===== src/rtl/rv32i_types.sv =====
// Shared rename/dispatch types: station entry and CDB broadcast formats.
// Pure type/constant package; no logic.
// Widths are tied to ROB_TAG_W so tags compare directly across blocks.
package rv32i_types;

    localparam int RS_DEPTH  = 4;
    localparam int ROB_TAG_W = 4;

    typedef struct packed {
        logic                 valid;
        logic [ROB_TAG_W-1:0] tag;
        logic [31:0]          value;
    } cdb_t;

    typedef struct packed {
        logic [31:0]          pc;
        logic [31:0]          imm;
        logic [3:0]           op;
        logic [ROB_TAG_W-1:0] rob_entry;
        logic [ROB_TAG_W-1:0] rs1_rob;
        logic                 busy_1;
        logic [31:0]          r1_v;
        logic [ROB_TAG_W-1:0] rs2_rob;
        logic                 busy_2;
        logic [31:0]          r2_v;
    } rs_t;

endpackage


===== src/rtl/reservation_station_if.sv =====
// Rename/CDB/functional-unit bundle seen by one reservation station.
// Combinational wiring only; master drives dispatch, CDB and issue_ready.
// rs_full back-pressures rename, issue_ready back-pressures issue.
interface reservation_station_if;
    import rv32i_types::*;

    logic flush;
    logic dispatch;
    rs_t  rs_in;
    logic rs_full;
    cdb_t cdb1;
    cdb_t cdb2;
    cdb_t cdb3;
    cdb_t cdb4;
    logic issue_valid;
    logic issue_ready;
    rs_t  issue_entry;

    modport master (
        output flush, dispatch, rs_in, cdb1, cdb2, cdb3, cdb4, issue_ready,
        input  rs_full, issue_valid, issue_entry
    );

    modport slave (
        input  flush, dispatch, rs_in, cdb1, cdb2, cdb3, cdb4, issue_ready,
        output rs_full, issue_valid, issue_entry
    );

endinterface


===== src/rtl/rs_select.sv =====
// Oldest-first picker: grants the ready entry with the largest age.
// Purely combinational, zero latency; ties resolve to the lowest index.
// No backpressure of its own; the caller qualifies the grant with issue_ready.
module rs_select #(
    parameter int DEPTH = 4,
    parameter int AW    = 2
) (
    input  logic [DEPTH-1:0]         ready,
    input  logic [DEPTH-1:0][AW-1:0] age,
    output logic [DEPTH-1:0]         grant,
    output logic                     valid
);

    logic [AW-1:0] best_age;

    // Strict '>' keeps the earliest index on equal ages.
    always_comb begin
        grant    = '0;
        valid    = 1'b0;
        best_age = '0;
        for (int i = 0; i < DEPTH; i++) begin
            if (ready[i] && (!valid || age[i] > best_age)) begin
                grant    = '0;
                grant[i] = 1'b1;
                valid    = 1'b1;
                best_age = age[i];
            end
        end
    end

endmodule


===== src/rtl/reservation_station.sv =====
// Holds dispatched entries, wakes operands from four CDB ports, issues oldest ready.
// Dispatch-to-issue 1 cycle for pre-woken entries; wakeup-to-issue 1 cycle.
// rs_full (registered state only) stalls rename; issue holds while issue_ready=0.
module reservation_station
    import rv32i_types::*;
#(
    parameter int DEPTH = RS_DEPTH,
    parameter int TAG_W = ROB_TAG_W
) (
    input  logic                 clk,
    input  logic                 rst,
    reservation_station_if.slave rs_if
);

    localparam int            AW      = (DEPTH > 1) ? $clog2(DEPTH) : 1;
    localparam logic [AW-1:0] AGE_MAX = AW'(DEPTH - 1);

    logic [DEPTH-1:0]         valid_q;
    logic [DEPTH-1:0][AW-1:0] age_q;
    rs_t                      ent_q [DEPTH];
    rs_t                      woken [DEPTH];

    logic [DEPTH-1:0] ready;
    logic [DEPTH-1:0] grant;
    logic             any_ready;
    logic             do_alloc;
    logic             accept;
    logic [AW-1:0]    free_idx;
    rs_t              sel_entry;
    cdb_t             cdb [4];

    assign cdb[0] = rs_if.cdb1;
    assign cdb[1] = rs_if.cdb2;
    assign cdb[2] = rs_if.cdb3;
    assign cdb[3] = rs_if.cdb4;

    function automatic logic tag_hit(input cdb_t c, input logic [TAG_W-1:0] t);
        return c.valid && (TAG_W'(c.tag) == t);
    endfunction

    // Walk ports from cdb4 up to cdb1 so the lowest-numbered match lands last.
    always_comb begin
        for (int i = 0; i < DEPTH; i++) begin
            woken[i] = ent_q[i];
            for (int n = 3; n >= 0; n--) begin
                if (ent_q[i].busy_1 && tag_hit(cdb[n], ent_q[i].rs1_rob)) begin
                    woken[i].busy_1 = 1'b0;
                    woken[i].r1_v   = cdb[n].value;
                end
                if (ent_q[i].busy_2 && tag_hit(cdb[n], ent_q[i].rs2_rob)) begin
                    woken[i].busy_2 = 1'b0;
                    woken[i].r2_v   = cdb[n].value;
                end
            end
        end
    end

    always_comb begin
        free_idx = '0;
        for (int i = DEPTH - 1; i >= 0; i--) begin
            if (!valid_q[i]) free_idx = AW'(i);
        end
    end

    always_comb begin
        for (int i = 0; i < DEPTH; i++) begin
            ready[i] = valid_q[i] && !ent_q[i].busy_1 && !ent_q[i].busy_2;
        end
    end

    rs_select #(.DEPTH(DEPTH), .AW(AW)) u_select (
        .ready (ready),
        .age   (age_q),
        .grant (grant),
        .valid (any_ready)
    );

    always_comb begin
        sel_entry = '0;
        for (int i = 0; i < DEPTH; i++) begin
            if (grant[i]) sel_entry = ent_q[i];
        end
    end

    assign rs_if.rs_full     = &valid_q;
    assign rs_if.issue_valid = any_ready;
    assign rs_if.issue_entry = sel_entry;

    assign do_alloc = rs_if.dispatch && !rs_if.rs_full;
    assign accept   = any_ready && rs_if.issue_ready;

    // The write slot comes from the pre-edge free set, so a slot freed by a
    // same-cycle issue is never the target; the incoming entry is not re-snooped.
    always_ff @(posedge clk or negedge rst) begin
        if (!rst) begin
            valid_q <= '0;
            age_q   <= '0;
            for (int i = 0; i < DEPTH; i++) ent_q[i] <= '0;
        end else if (rs_if.flush) begin
            valid_q <= '0;
            age_q   <= '0;
        end else begin
            for (int i = 0; i < DEPTH; i++) begin
                if (do_alloc && free_idx == AW'(i)) begin
                    valid_q[i] <= 1'b1;
                    age_q[i]   <= '0;
                    ent_q[i]   <= rs_if.rs_in;
                end else begin
                    ent_q[i] <= woken[i];
                    if (accept && grant[i]) valid_q[i] <= 1'b0;
                    if (do_alloc && valid_q[i] && age_q[i] != AGE_MAX)
                        age_q[i] <= age_q[i] + 1'b1;
                end
            end
        end
    end

endmodule


===== src/flat_wrapper.sv =====
// flat-port wrapper written by rule: the top's interface ports become plain ports
module reservation_station_flat import rv32i_types::*;
#(
    parameter int DEPTH = RS_DEPTH,
    parameter int TAG_W = ROB_TAG_W
)
  (clk, rst, rs_if_flush, rs_if_dispatch, rs_if_rs_in, rs_if_cdb1, rs_if_cdb2, rs_if_cdb3, rs_if_cdb4, rs_if_issue_ready, rs_if_rs_full, rs_if_issue_valid, rs_if_issue_entry);
  reservation_station_if rs_if_i ();
  input  logic clk;
  input  logic rst;
  input wire logic [$bits(rs_if_i.flush)-1:0] rs_if_flush;
  input wire logic [$bits(rs_if_i.dispatch)-1:0] rs_if_dispatch;
  input wire logic [$bits(rs_if_i.rs_in)-1:0] rs_if_rs_in;
  input wire logic [$bits(rs_if_i.cdb1)-1:0] rs_if_cdb1;
  input wire logic [$bits(rs_if_i.cdb2)-1:0] rs_if_cdb2;
  input wire logic [$bits(rs_if_i.cdb3)-1:0] rs_if_cdb3;
  input wire logic [$bits(rs_if_i.cdb4)-1:0] rs_if_cdb4;
  input wire logic [$bits(rs_if_i.issue_ready)-1:0] rs_if_issue_ready;
  output wire logic [$bits(rs_if_i.rs_full)-1:0] rs_if_rs_full;
  output wire logic [$bits(rs_if_i.issue_valid)-1:0] rs_if_issue_valid;
  output wire logic [$bits(rs_if_i.issue_entry)-1:0] rs_if_issue_entry;
  assign rs_if_i.flush = rs_if_flush;
  assign rs_if_i.dispatch = rs_if_dispatch;
  assign rs_if_i.rs_in = rs_if_rs_in;
  assign rs_if_i.cdb1 = rs_if_cdb1;
  assign rs_if_i.cdb2 = rs_if_cdb2;
  assign rs_if_i.cdb3 = rs_if_cdb3;
  assign rs_if_i.cdb4 = rs_if_cdb4;
  assign rs_if_i.issue_ready = rs_if_issue_ready;
  assign rs_if_rs_full = rs_if_i.rs_full;
  assign rs_if_issue_valid = rs_if_i.issue_valid;
  assign rs_if_issue_entry = rs_if_i.issue_entry;
  reservation_station #(.DEPTH(DEPTH), .TAG_W(TAG_W)) u_core (.clk(clk), .rst(rst), .rs_if(rs_if_i));
endmodule

===== config.mk =====
export PLATFORM = sky130hd
export DESIGN_NAME = reservation_station_flat
export DESIGN_NICKNAME = d
export VERILOG_FILES = /design/src/rtl/rv32i_types.sv /design/src/rtl/reservation_station_if.sv /design/src/rtl/rs_select.sv /design/src/rtl/reservation_station.sv /design/src/flat_wrapper.sv
export SDC_FILE = /design/constraint.sdc
export NUM_CORES = 2
export LEC_CHECK = 0
export CELL_PAD_IN_SITES_DETAIL_PLACEMENT = 0
export CELL_PAD_IN_SITES_GLOBAL_PLACEMENT = 1
export CORE_MARGIN = 2
export CORE_UTILIZATION = 44
export CTS_BUF_LIST = sky130_fd_sc_hd__clkbuf_4 sky130_fd_sc_hd__clkbuf_8
export CTS_CLUSTER_SIZE = 25
export DETAILED_ROUTE_END_ITERATION = 6
export GPL_TIMING_DRIVEN = 0
export PLACE_DENSITY = 0.8
export REMOVE_ABC_BUFFERS = 1
export SLEW_MARGIN = 5
export SYNTH_ARGS = -nofsm -noshare
export SYNTH_HDL_FRONTEND = slang
export SYNTH_SLANG_ARGS = --single-unit

===== constraint.sdc =====
create_clock -name clk -period 10.29 [get_ports clk]
set_input_delay 3.087 -clock clk [delete_from_list [all_inputs] [get_ports clk]]
set_output_delay 3.087 -clock clk [all_outputs]
set_load 0.01 [all_outputs]

==> reports/metrics.yaml <==
status:
  status: "complete, but fails checks"
  violations: "design-rule violations"
critical_path:
  startpoint_type: "flop"
  required_ps: 7200
  ff2ff_setup_slack_ps: 4250
  regToRegEndpoint: "u_core.valid_q[0]$_DFFE_PN0P_"
  arrival_ps: 7110
  cp_max_fo: 12
  r2r_start: "u_core.ent_q[470]$_DFFE_PN0P_"
  reg2reg_depth: 20
  end_kind: "primary output"
  path_class: "flop to primary output"
finish:
  regArea_mm2: 0.01491
  num-nets-final: 5102
  drive_gt1_frac: 0.1770
  fillers: 7869
  multiInputGateArea_mm2: 0.02171
  final_core_util: 0.5594
  fin_cells: 6070
  syn2layout_area_growth_pct: 25.78
route:
  viasPerCell: 6.476
  ant_nets: 0
  drc: 67
  via_count: 39310
  drt_iter0_markers: 5303
  wl_mm: 169.9
  wl_per_cell_um: 27.99
  drt_first_pass_iters: 7
floorplanning:
  chipHeight_um: 300.3
  start_util: 0.4447
  pin_count: 447
  die-area_mm2: 0.09021
  fp-row-count: 108
  fp.dieW_um: 300.3
  coreArea_mm2: 0.08689
yosys:
  synth_warnings: 0
  synth.top_cell.area_share: 0.3860
  synthMostInstantiatedCell: "nor2_1"
  synth-edff-count: 0
  syn_inst: 4576
  avgSynthCellArea_um2: 8.444
  async_reset_ff_frac: 1.000
  seq_area_frac_synth: 0.3860
  synth.distinct_cells: 65
  synth_top_area_cell: "dfrtp_1"
  synth_area_mm2: 0.03864
  ys_seq_elements: 596
  synthFlopType: "dfrtp_1"
  netlist_top_cells_area: "dfrtp_1, mux2_2, nor2_1"
  synth_commonest_cells: "nor2_1, dfrtp_1, nand2_1"
timing:
  tns_ps: 0
  slew_violations: 0
  slew_headroom: 0.01637
  fin_ws_ps: 97.98
  max_freq_mhz: 98.12
  fin_crit_sh: 0.9905
  hold_slack_ps: 476.9
  period_needed_ps: 10190
  worst_pin_slew_ps: 1475
  finClkSkew_ps: 40.62
  rsz0062_at_grt: "false"
  setup_viol_count_final: 0
  hold_violations: 0
hold_path:
  hold_depth: 2
  hold_start: "u_core.ent_q[317]$_DFFE_PN0P_"
  hp-class: "flop to flop"
  hold_end: "u_core.ent_q[317]$_DFFE_PN0P_"
placed_design:
  dp.cells: 5827
  place_hpwl_mm: 114.9
  pre_cts_slack_ps: 203.3
  numPortBuffers: 444
  globalplace.congestion: 0.8613
pwr:
  internal_power_mw: 5.316
  p_comb_frac: 0.278
  peakVddDrop_v: 0.0001189
  power_frac_clock: 0.312
  sw_frac_of_total: 0.3313
  p_switching_mw: 2.633
  cellPowerDensity_mw_per_mm2: 163.6
  leakagePower_nw: 20.33
  seq_power_share: 0.410
clock_tree:
  cts_made_buffers: 110
  cts.path.max_buffers: 3
  htreeDepth: 3
  clock_latency_ps: 750
  root_buffer: "clkbuf_8"
  cts.sinks: 596
  hold_buffers: 0
  clk_pin_slew_ps: 60
  cts_tree: "done"
global_routing:
  grt_max_degree: 115
  grt.total_usage: 0.3657
  grt_pass1_wl_mm: 248.3
  grt_antenna_before_repair: 45
  gr-total-overflow: 0
  grt_pass1_vias: 37720
run:
  cap_violations: 0
## worst max-delay path, cell delays in order (launching register included)
cell	delay, ps
dfrtp_1	570
nor3b_4	420
buf_8	230
buf_8	190
nand2_1	90
ha_1	290
nor2b_1	150
o21ai_2	340
a21boi_4	120
o21ai_0	250
ha_1	290
a21oi_1	330
o21ai_4	130
buf_4	170
a21o_1	180
ha_1	290
nor2b_1	150
a2bb2oi_2	210
o21a_2	460
o31ai_1	810
clkdlybuf4s50_1	680
## layer usage
layer	part of all wire	global-route usage
met1	0.40	0.4832
met2	0.43	0.5465
met3	0.12	0.1018
met4	0.054	0.1889
met5	0.00068	0.001587
## layout make-up
type                    count  share of cell area
diodes                     38            0.001956
inverters                  69            0.005329
flip-flops and latches    596              0.3069
multi-input cells        3360              0.4466
repair buffers            656              0.1607
well taps                1155             0.02973
clock inverters            18            0.003063
clock buffers             178             0.04577
## flip-flops by register name (all words and copies together), names as in the netlist
| name | flops |
|---|---|
| u_core.age_q | 8 |
| u_core.ent_q | 584 |
| u_core.valid_q | 4 |
## cell usage in the layout (no fill, tap or decap), types with 44 or more instances in the layout
cell type	netlist	routed
a211o_1	64	64
a211oi_1	240	240
a21oi_1	185	184
a22oi_1	142	142
a31o_2	44	44
a31oi_1	221	220
buf_16	0	48
clkbuf_8	0	142
clkdlybuf4s50_1	0	442
dfrtp_1	596	596
inv_1	67	67
mux2_2	311	311
mux2i_1	71	71
nand2_1	532	532
nor2_1	716	709
o21ai_0	117	116
o31a_1	93	93
o31ai_1	221	216
xnor2_1	49	47
xor2_1	53	53
## through the flow
stage	cell area (um2)	total power, mW
6_report	48600	7.949
5_1_grt	48590	8.289
3_3_place_gp	42290	5.359
2_1_floorplan	36400	4.377
4_1_cts	48460	7.920
3_5_place_dp	45990	5.432
## how the worst max path moves through the flow
| stage | from | endpoint | slack, ps | depth (start not counted) |
|---|---|---|---|---|
| after floorplan | u_core.ent_q[507]$_DFFE_PN0P_ | rs_if_issue_entry[0] | -24600 | 13 |
| after global placement | u_core.ent_q[470]$_DFFE_PN0P_ | rs_if_issue_entry[68] | -83630 | 14 |
| after detailed placement | u_core.valid_q[0]$_DFFE_PN0P_ | rs_if_issue_entry[68] | 200 | 23 |
| after CTS | u_core.valid_q[0]$_DFFE_PN0P_ | rs_if_issue_entry[110] | 20 | 24 |
| after global routing | u_core.ent_q[470]$_DFFE_PN0P_ | rs_if_issue_entry[80] | 7 | 25 |
| final | u_core.ent_q[470]$_DFFE_PN0P_ | rs_if_issue_entry[24] | 100 | 20 |
## cell families (layout without fill, tap and decap cells)
kind of cell | after synthesis | count (layout) | synth area share
AND/OR/NAND/NOR | 1411 | 1411 | 0.1456
buffers and inverters | 624 | 921 | 0.06486
flip-flops | 596 | 596 | 0.3860
other | 1 | 40 | 0.00009705
XOR/XNOR | 102 | 102 | 0.02312
multiplexers | 382 | 382 | 0.1090
adder cells (fa/ha/maj) | 10 | 10 | 0.003238
AO/OA/AOI/OAI | 1450 | 1453 | 0.2681
## repair_timing
action                                  4_1_cts  5_1_grt
gates cloned                                  3        0
gates resized for setup                       5        3
pin swaps                                     2        1
buffers inserted                              5        1
endpoints found under the setup margin      144      144
## power by group through the flow
stage	Clock (mW)	Combinational (mW)	Sequential [mW]
global route	2.61	2.37	3.31
floorplan	0	1.20	3.18
detailed placement	0	2.15	3.28
global placement	0	2.08	3.28
CTS	2.51	2.17	3.24
finish	2.48	2.21	3.26
(Power assumes the default switching activity.)
